$ cat config.mk
export PLATFORM = sky130hd
export DESIGN_NAME = redmule_tile_sequencer
export DESIGN_NICKNAME = d
export VERILOG_FILES = /design/src/rtl/redmule_tile_sequencer.sv
export SDC_FILE = /design/constraint.sdc
export NUM_CORES = 1
export LEC_CHECK = 0
export BUFFER_PORTS_ARGS = -buffer_cell sky130_fd_sc_hd__buf_4
export CELL_PAD_IN_SITES_DETAIL_PLACEMENT = 0
export CELL_PAD_IN_SITES_GLOBAL_PLACEMENT = 1
export CORE_MARGIN = 3
export CORE_UTILIZATION = 25
export CTS_CLUSTER_DIAMETER = 60
export DETAILED_ROUTE_END_ITERATION = 10
export PLACE_DENSITY = 0.65
export SLEW_MARGIN = 10
export SYNTH_ARGS = -nofsm -noshare
export SYNTH_HDL_FRONTEND = slang
export SYNTH_SLANG_ARGS = --single-unit
$ cat constraint.sdc
create_clock -name clk_i -period 3.5 [get_ports clk_i]
set_clock_uncertainty 0.15 [all_clocks]
set_input_delay 0 -clock clk_i [delete_from_list [all_inputs] [get_ports clk_i]]
set_output_delay 0 -clock clk_i [all_outputs]
set_load 0.02 [all_outputs]
$ cat src/rtl/redmule_tile_sequencer.sv
// redmule_tile_sequencer
// Walks the RedMulE tile loop nest (X rows outermost, then W columns, then
// X columns innermost) and issues one tile command per step over a
// valid/ready handshake, with leftover-aware tile extents and
// first/last-accumulation flags.
// Optional feature macro: REDMULE_SEQ_STORE_CNT_EN adds store_cnt_o, a count
// of accepted tiles that carry tile_last_o.

module redmule_tile_sequencer #(
   parameter int unsigned ARRAY_WIDTH  = 12,
   parameter int unsigned ARRAY_HEIGHT = 4,
   parameter int unsigned PIPE_REGS    = 3,
   parameter int unsigned IW           = 16
) (
   input  logic          clk_i,
   input  logic          rst_ni,
   input  logic          clear_i,
   input  logic          start_i,
   input  logic [IW-1:0] x_rows_iter_i,
   input  logic [IW-1:0] w_cols_iter_i,
   input  logic [IW-1:0] x_cols_iter_i,
   input  logic [7:0]    x_rows_lftovr_i,
   input  logic [7:0]    w_cols_lftovr_i,
   input  logic [7:0]    x_cols_lftovr_i,
   output logic          tile_valid_o,
   input  logic          tile_ready_i,
   output logic [IW-1:0] tile_row_o,
   output logic [IW-1:0] tile_wcol_o,
   output logic [IW-1:0] tile_xcol_o,
   output logic [7:0]    tile_rows_o,
   output logic [7:0]    tile_wcols_o,
   output logic [7:0]    tile_xcols_o,
   output logic          tile_first_o,
   output logic          tile_last_o,
   output logic          busy_o,
   output logic          done_o
`ifdef REDMULE_SEQ_STORE_CNT_EN
   ,
   output logic [31:0]   store_cnt_o
`endif
);

   localparam logic [1:0] IDLE = 2'd0;
   localparam logic [1:0] RUN  = 2'd1;
   localparam logic [1:0] DONE = 2'd2;

   localparam logic [7:0] FULL_ROWS = 8'(ARRAY_WIDTH);
   localparam logic [7:0] FULL_COLS = 8'(ARRAY_HEIGHT * (PIPE_REGS + 1));

   logic [1:0]    r_state;
   logic [IW-1:0] r_xRowsIter;
   logic [IW-1:0] r_wColsIter;
   logic [IW-1:0] r_xColsIter;
   logic [7:0]    r_xRowsLftovr;
   logic [7:0]    r_wColsLftovr;
   logic [7:0]    r_xColsLftovr;
   logic [IW-1:0] r_row;
   logic [IW-1:0] r_wcol;
   logic [IW-1:0] r_xcol;

   logic w_run;
   logic w_handshake;
   logic w_rowLast;
   logic w_wcolLast;
   logic w_xcolLast;
   logic w_anyZero;

   assign w_run       = (r_state == RUN);
   assign w_handshake = w_run & tile_ready_i;
   assign w_rowLast   = (r_row  == r_xRowsIter - IW'(1));
   assign w_wcolLast  = (r_wcol == r_wColsIter - IW'(1));
   assign w_xcolLast  = (r_xcol == r_xColsIter - IW'(1));
   assign w_anyZero   = (x_rows_iter_i == '0) | (w_cols_iter_i == '0) |
                        (x_cols_iter_i == '0);

   // Sequencer state, latched configuration and loop counters
   always_ff @(posedge clk_i or negedge rst_ni) begin
      if (!rst_ni) begin
         r_state       <= IDLE;
         r_xRowsIter   <= '0;
         r_wColsIter   <= '0;
         r_xColsIter   <= '0;
         r_xRowsLftovr <= '0;
         r_wColsLftovr <= '0;
         r_xColsLftovr <= '0;
         r_row         <= '0;
         r_wcol        <= '0;
         r_xcol        <= '0;
      end else if (clear_i) begin
         r_state <= IDLE;
         r_row   <= '0;
         r_wcol  <= '0;
         r_xcol  <= '0;
      end else begin
         case (r_state)
            IDLE: begin
               if (start_i) begin
                  r_xRowsIter   <= x_rows_iter_i;
                  r_wColsIter   <= w_cols_iter_i;
                  r_xColsIter   <= x_cols_iter_i;
                  r_xRowsLftovr <= x_rows_lftovr_i;
                  r_wColsLftovr <= w_cols_lftovr_i;
                  r_xColsLftovr <= x_cols_lftovr_i;
                  r_row         <= '0;
                  r_wcol        <= '0;
                  r_xcol        <= '0;
                  r_state       <= w_anyZero ? DONE : RUN;
               end
            end
            RUN: begin
               if (tile_ready_i) begin
                  if (!w_xcolLast) begin
                     r_xcol <= r_xcol + IW'(1);
                  end else begin
                     r_xcol <= '0;
                     if (!w_wcolLast) begin
                        r_wcol <= r_wcol + IW'(1);
                     end else begin
                        r_wcol <= '0;
                        if (!w_rowLast) begin
                           r_row <= r_row + IW'(1);
                        end else begin
                           r_row   <= '0;
                           r_state <= DONE;
                        end
                     end
                  end
               end
            end
            DONE:    r_state <= IDLE;
            default: r_state <= IDLE;
         endcase
      end
   end

   assign tile_valid_o = w_run;
   assign busy_o       = (r_state != IDLE);
   assign done_o       = (r_state == DONE);
   assign tile_row_o   = r_row;
   assign tile_wcol_o  = r_wcol;
   assign tile_xcol_o  = r_xcol;
   assign tile_first_o = w_run & (r_xcol == '0);
   assign tile_last_o  = w_run & w_xcolLast;

   // Extents fall back to a leftover size only on the last index of a loop
   // that has one; outside RUN they read zero
   always_comb begin
      tile_rows_o  = 8'd0;
      tile_wcols_o = 8'd0;
      tile_xcols_o = 8'd0;
      if (w_run) begin
         tile_rows_o  = (w_rowLast  && r_xRowsLftovr != 8'd0) ? r_xRowsLftovr : FULL_ROWS;
         tile_wcols_o = (w_wcolLast && r_wColsLftovr != 8'd0) ? r_wColsLftovr : FULL_COLS;
         tile_xcols_o = (w_xcolLast && r_xColsLftovr != 8'd0) ? r_xColsLftovr : FULL_COLS;
      end
   end

`ifdef REDMULE_SEQ_STORE_CNT_EN
   logic [31:0] r_storeCnt;

   // Counts accepted tiles that close an accumulation (i.e. trigger a store)
   always_ff @(posedge clk_i or negedge rst_ni) begin
      if (!rst_ni) begin
         r_storeCnt <= '0;
      end else if (clear_i) begin
         r_storeCnt <= '0;
      end else if (r_state == IDLE && start_i) begin
         r_storeCnt <= '0;
      end else if (w_handshake && w_xcolLast) begin
         r_storeCnt <= r_storeCnt + 32'd1;
      end
   end

   assign store_cnt_o = r_storeCnt;
`endif

endmodule

==> run metrics, run 1 <==
Max Slew Vio Count 0; critical path startpoint category register; Mapped Cells around 790; Root Driver clkbuf_16; vias in the first global route 7028; Worst Path Buf+Inv 1; Hold Fails Final Rpt 0; Worst Path Class, Setup reg2reg; Distinct cells, synth 59; port bufs around 150; All-Layer GR Usage 0.157; nature of the critical path endpoint register; Main synth FF type dfrtp_1; sequential cell area fraction in the yosys report 0.409; worst setup margin -122 ps; P per Cell Area around 460 nW/um^2; Post-synth ARST share 1.00; Final #Nets between 1000 and 1500; vias 7152; total global routing overflow 0; dominant cell type by area after synthesis dfrtp_1; wire per inst approximately 17 um; largest net degree at the start of global routing between 50 and 60; die width 179 um; first-pass GRT wire length around 39000 um; fin area 11100 um^2; CTS tree built; Cell Rows 62; Starting Density 0.257; Crit Path Max Fanout 12; number of I/O pins approximately 150; CTS buffer count 17; Die Y 179 um; static leakage between 4 and 5 nW; number of synthesized flops with an enable pin 0; cells along the critical path or4_4, or3_4, or4b_4, a211oi_4, o22ai_2, o31a_1, buf_12, or4_4, a21oi_4; Final min period ~3600 ps; DR iter-0 viols 317; period utilisation layout 1.03; Final Core Density 0.380; Post-Syn Nets slightly below 900; Worst EP arrival ~3800 ps; mapped cell area between 7000 and 8000 um^2; post-route ant nets 0; Area after DPL approximately 9400 um^2; Reg clk slew, reported paths ~60 ps; Worst EP required 3690 ps; DRC 0; critical path's most frequent cell or4_4; Final Setup Violations 20; CTS sink cnt between 100 and 150; status finished with violations; failing checks negative setup slack; Worst slew margin 0.429; CORE AREA 29100 um^2; layout cell share with drive strength beyond 1 0.323; Crit path max-delay family simple AND/OR/NAND/NOR gates; flops & latches, synth between 100 and 150; Tightest Pin Transition 848 ps; detailed placer's ending HPWL roughly 18000 um; Area contributors post-synth dfrtp_1 (41%), mux2_2 (10%), xnor2_1 (4.9%); Area Growth Syn to Fin 48.0%; Peak VDD IR 284 uV; Max Cap Violations 0; gpl congestion between 0.8 and 0.9; drt pass-1 iters 5; Fmax ~280 MHz; antenna violations before repair 1; # fillers about 2900; Hold WC Path Type in2reg; H-tree Lvls 4; Avg Cell Area, Syn 9.50 um^2; DRT Wirelength around 25000 um; CP max-delay cell or4_4; Synth top area share 0.409; vias per inst between 4 and 5; Clk Latency, worst-skew pair roughly 420 ps; die area ~32000 um^2; RSZ-0062 raised after global routing yes; max incr delay on CP 550 ps; Synth Warn # 0; clk buf depth 2
## through the flow
| step | hold WS (ps) | instances | TNS [ps] | setup WS [ps] | power [W] |
|---|---|---|---|---|---|
| 2_1_floorplan | -446 | 786 | -148 | -16.5 | 0.00263 |
| 3_3_place_gp | -102 | 1335 | -668 | -76.3 | 0.00310 |
| 3_5_place_dp | -96.3 | 1335 | -890 | -97.5 | 0.00311 |
| 4_1_cts | 167 | 1446 | -1220 | -100 | 0.00511 |
| 5_1_grt | 200 | 1453 | -3100 | -193 | 0.00540 |
| 6_report | 193 | 1453 | -1230 | -122 | 0.00511 |
## metal layers
layer	track usage	part of all wire	vias up
met5	0	0	-
met4	0.0458	0.013	0
met3	0.0364	0.049	20
met2	0.252	0.47	181
met1	0.212	0.47	3499
li1	-	-	3452
## cell usage in the layout (no fill, tap or decap), types with 5 or more instances in the layout
cell	netlist	routed
nand4_1	25	25
xnor2_1	42	42
and2_4	0	7
nor3_1	23	21
mux2i_1	6	6
o221ai_1	14	14
ha_1	7	7
dlygate4sd3_1	0	78
a211oi_1	7	7
dfrtp_1	122	121
nor2b_1	7	7
mux2_2	66	66
nand3_1	27	27
a21oi_2	0	6
a31oi_1	5	5
buf_4	0	192
nand2_1	55	55
nand3b_1	7	7
and3_1	20	20
nor2_1	45	43
a21oi_1	26	19
inv_1	34	34
or3_1	17	14
xor2_1	30	30
or4_1	21	18
o31ai_1	10	9
clkbuf_16	0	18
nand2b_1	7	7
o21ai_0	26	24
and2_1	14	7
buf_6	1	10
nor4_1	32	28
## area by class of cell
class	instances	area (um^2)	area share
Sequential cell	122	3050	0.276
Tap cell	384	480	0.0435
Clock buffer	20	457	0.0413
Multi-Input combinational cell	595	4310	0.390
Clock inverter	12	171	0.0155
Timing Repair Buffer	285	2450	0.221
Inverter	34	128	0.0115
Antenna cell	1	2.50	0.000226
## tightest hold or removal path, delay by kind of cell
kind / cells / cell delay [ps]
simple gates: 1 / 40
buf+inv: 2 / 630
compound gates: 1 / 50
## registers in the layout (all words and copies together), names as in the netlist
name	count
r_state	2
r_wColsIter	16
r_xRowsIter	16
r_xColsLftovr	8
r_wColsLftovr	8
tile_wcol_o	16
tile_xcol_o	16
tile_row_o	16
r_xRowsLftovr	8
r_xColsIter	16
## Yosys cell counts (3+ instances only)
| master | count |
|---|---|
| a211oi_1 | 7 |
| a21oi_1 | 26 |
| a31oi_1 | 5 |
| a41oi_1 | 3 |
| and2_1 | 14 |
| and3_1 | 20 |
| and4_1 | 4 |
| clkbuf_1 | 32 |
| dfrtp_1 | 122 |
| ha_1 | 7 |
| inv_1 | 34 |
| mux2_2 | 66 |
| mux2i_1 | 6 |
| nand2_1 | 55 |
| nand2b_1 | 7 |
| nand3_1 | 27 |
| nand3b_1 | 7 |
| nand4_1 | 25 |
| nor2_1 | 45 |
| nor2b_1 | 7 |
| nor3_1 | 23 |
| nor3b_1 | 4 |
| nor4_1 | 32 |
| o2111ai_1 | 3 |
| o21a_1 | 3 |
| o21ai_0 | 26 |
| o21bai_1 | 3 |
| o221ai_1 | 14 |
| o22ai_1 | 4 |
| o31ai_1 | 10 |
| or3_1 | 17 |
| or4_1 | 21 |
| xnor2_1 | 42 |
| xor2_1 | 30 |
## where the power goes
part / total, W / internal [W] / leakage, nW / switching [W]
clock network: 0.00189 / 0.00122 / 0.302 / 0.000661
registers: 0.00187 / 0.00163 / 1.55 / 0.000248
logic: 0.00135 / 0.000702 / 2.73 / 0.000651
## final timing paths
path                                     to              from  cells after the start  slack, ps
max                          tile_wcol_o[5]    r_xColsIter[3]                      9       -120
min                          r_xRowsIter[0]  x_rows_iter_i[0]                      4        190
max reg2reg                  tile_wcol_o[5]    r_xColsIter[3]                      9       -120
min reg2reg                r_xColsLftovr[4]  r_xColsLftovr[4]                      1        360
max in group asynchronous    r_wColsIter[3]            rst_ni                      4       2190
min in group asynchronous   r_xRowsIter[15]            rst_ni                      3        350
## what timing repair did
action                     in CTS  in global routing
pin swaps                       5                 14
setup endpoints to repair      24                 48
buffers inserted                0                  5
hold buffers                   79                  0
gates resized for setup         9                 39
gates cloned                    0                  1
hold endpoints to repair      171                  0
## logic make-up after synthesis
kind of cell | count (synthesis) | synth area share
AND/OR/NAND/NOR | 317 | 0.233
AO/OA/AOI/OAI | 125 | 0.114
flip-flops | 122 | 0.409
XOR/XNOR | 73 | 0.0875
multiplexers | 72 | 0.108
buffers and inverters | 69 | 0.0360
adder cells (fa/ha/maj) | 8 | 0.0131
No activity file was read; power rests on OpenSTA's default activity.
==> run 2, diff against run 1 <==
--- a/config.mk
+++ b/config.mk
@@ -9,10 +9,10 @@
 export CELL_PAD_IN_SITES_DETAIL_PLACEMENT = 0
 export CELL_PAD_IN_SITES_GLOBAL_PLACEMENT = 1
 export CORE_MARGIN = 3
-export CORE_UTILIZATION = 25
+export CORE_UTILIZATION = 38
 export CTS_CLUSTER_DIAMETER = 60
 export DETAILED_ROUTE_END_ITERATION = 10
-export PLACE_DENSITY = 0.65
+export PLACE_DENSITY = 0.88
 export SLEW_MARGIN = 10
 export SYNTH_ARGS = -nofsm -noshare
 export SYNTH_HDL_FRONTEND = slang
==> run 2 against run 1 <==
The flow still finishes with violations (negative setup slack). Sequential power hardly changed. Largest power group unchanged. Global-route usage is 6.2 points higher. Clock power is 9.5% higher. Critical path depth stayed put. Final cell count is 9.4% lower. Largest cell class unchanged. Highest routed layer unchanged. Combinational power hardly changed. Count of clock-buffer cells in the layout is 1 higher.
==> run metrics, run 2 (synthesis results as in run 1) <==
status finished with violations; failing checks negative setup slack; RSZ-0062 raised after global routing yes; first-pass GRT wire length 38400 um (-2.4%); Root Driver clkbuf_16; CORE AREA 19000 um^2 (-35%); die area 21400 um^2 (-33%); layout cell share with drive strength beyond 1 0.328 (+0.00462); Die Y 146 um (-18%); Final #Nets 1128 (-0.97%); worst r2r path cells 9 (unchanged); wire per inst 18.2 um (+5.6%); largest net degree at the start of global routing 84 (+50%); Worst Path Buf+Inv 1 (unchanged); Cell Rows 50 (-19%); DRT Wirelength 23900 um (-4.4%); Final min period 3600 ps (-26.9 ps); Final Setup Violations 13 (-35%); Peak VDD IR 371 uV (+31%); Max Cap Violations 0 (unchanged); static leakage 4.56 nW (-0.22%); critical path startpoint category register; FF-to-FF Start r_xColsIter[6]; gpl congestion 0.871 (+5.9%); port bufs 153 (unchanged); Clk Latency, worst-skew pair 420 ps (about the same); cells along the critical path or4_4, or3_4, or4b_1, a211oi_2, o22ai_2, o31a_1, buf_12, or4_1, a21oi_2; nature of the critical path endpoint register; Worst Path Class, Setup reg2reg; antenna cells 0 (-1); Reg clk slew, reported paths 60 ps (about the same); most frequent cells in the layout buf_4 (184), dfrtp_1 (121), dlygate4sd3_1 (77); number of I/O pins 154 (unchanged); commonest non-fill, non-tap cell in the layout buf_4; post-placement cell count 1202 (-10%); worst setup margin -95.6 ps (+26.9 ps); Worst EP required 3690 ps (about the same); reg2reg setup slack -100 ps (+30 ps); drt pass-1 iters 5 (unchanged); H-tree Lvls 4 (unchanged); Crit path max-delay family simple AND/OR/NAND/NOR gates; Max Slew Vio Count 0 (unchanged); DR iter-0 viols 421 (+33%); CP max-delay cell or4_4; die width 146 um (-18%); clk buf depth 2 (unchanged); vias 7242 (+1.3%); Area Growth Syn to Fin 46.7%; P per Cell Area 484 nW/um^2 (+4.7%); Worst slew margin 0.462 (+0.0327); CTS sink cnt 122 (unchanged); DRC 0 (unchanged); hold_ws 94.6 ps (-98.1 ps); vias per inst 5.50 (+12%); total global routing overflow 0 (unchanged); vias in the first global route 7325 (+4.2%); detailed placer's ending HPWL 16100 um (-12%); Hold WC Path Type in2async; max incr delay on CP 550 ps (about the same); antenna violations before repair 0 (-1); Finished Layout Cells 1316 (-9.4%); CTS tree built; All-Layer GR Usage 0.219 (+0.0618); Final Core Density 0.576 (+0.196); Tightest Pin Transition 807 ps (-41.2 ps); Hold Fails Final Rpt 0 (unchanged); Fmax 278 MHz (+0.75%); Crit Path Max Fanout 12 (unchanged); Worst R2R End tile_wcol_o[6]; Starting Density 0.393 (+0.136); Worst EP arrival 3790 ps (-20 ps); CTS buffer count 17 (unchanged); period utilisation layout 1.03 (-0.00768); post-route ant nets 0 (unchanged)
run 2: changes by cell type in the layout (fill, tap and decap cells not counted), moves of 4 or more:
| cell | before | now |
|---|---|---|
| o31ai_1 | 9 | 4 |
| buf_6 | 10 | 6 |
| a21oi_2 | 6 | 10 |
| buf_4 | 192 | 184 |
| clkinv_2 | 4 | 0 |
run 2: metrics by stage:
step	setup WS, ps	total power (W)	area [um^2]	setup TNS (ps)
2_1_floorplan	-16.5	0.00263	7480	-148
3_3_place_gp	-59.8	0.00305	9170	-489
3_5_place_dp	-138	0.00309	9170	-2070
4_1_cts	-89.9	0.00528	10800	-745
5_1_grt	-156	0.00556	11000	-2430
6_report	-95.6	0.00530	11000	-912
run 2: power breakdown:
group / total (W) / switching (W) / internal [W]
combinational: 0.00135 / 0.000649 / 0.000700
clock: 0.00207 / 0.000662 / 0.00141
sequential: 0.00188 / 0.000257 / 0.00163
total: 0.00530 / 0.00157 / 0.00374
run 2: layout make-up:
type | instances | area, um^2
timing repair buffer | 274 | 2370
clock buffer | 21 | 480
multi-input combinational | 595 | 4380
sequential | 122 | 3050
fill | 1661 | 8070
tap | 260 | 325
inverter | 34 | 128
clock inverter | 10 | 213
run 2: repair_timing:
item	in CTS	in global routing
gates resized for setup	17	40
hold buffers	77	0
hold endpoints to repair	141	0
setup endpoints to repair	42	53
gates cloned	1	1
pin swaps	10	14
buffers inserted	3	1
run 2: how the worst max path moves through the flow:
stage                              start         endpoint  cells past startpoint
after floorplan           r_xColsIter[3]  tile_wcol_o[10]                     10
after global placement    r_xColsIter[3]  tile_wcol_o[11]                     10
after detailed placement  r_xColsIter[3]  tile_wcol_o[15]                     10
after CTS                 r_xColsIter[3]  tile_wcol_o[12]                      9
after global routing      r_xColsIter[6]   tile_wcol_o[6]                      9
final                     r_xColsIter[6]   tile_wcol_o[6]                      9
run 2: routing by layer:
layer / share of wire / routed length [um] / track usage / vias up
met1: 0.44 / 10500 / 0.283 / 3530
met3: 0.051 / 1220 / 0.0509 / 44
met4: 0.023 / 557 / 0.0743 / 0
met2: 0.49 / 11600 / 0.363 / 224
met5: 0 / 0 / 0 / -
li1: - / - / - / 3444
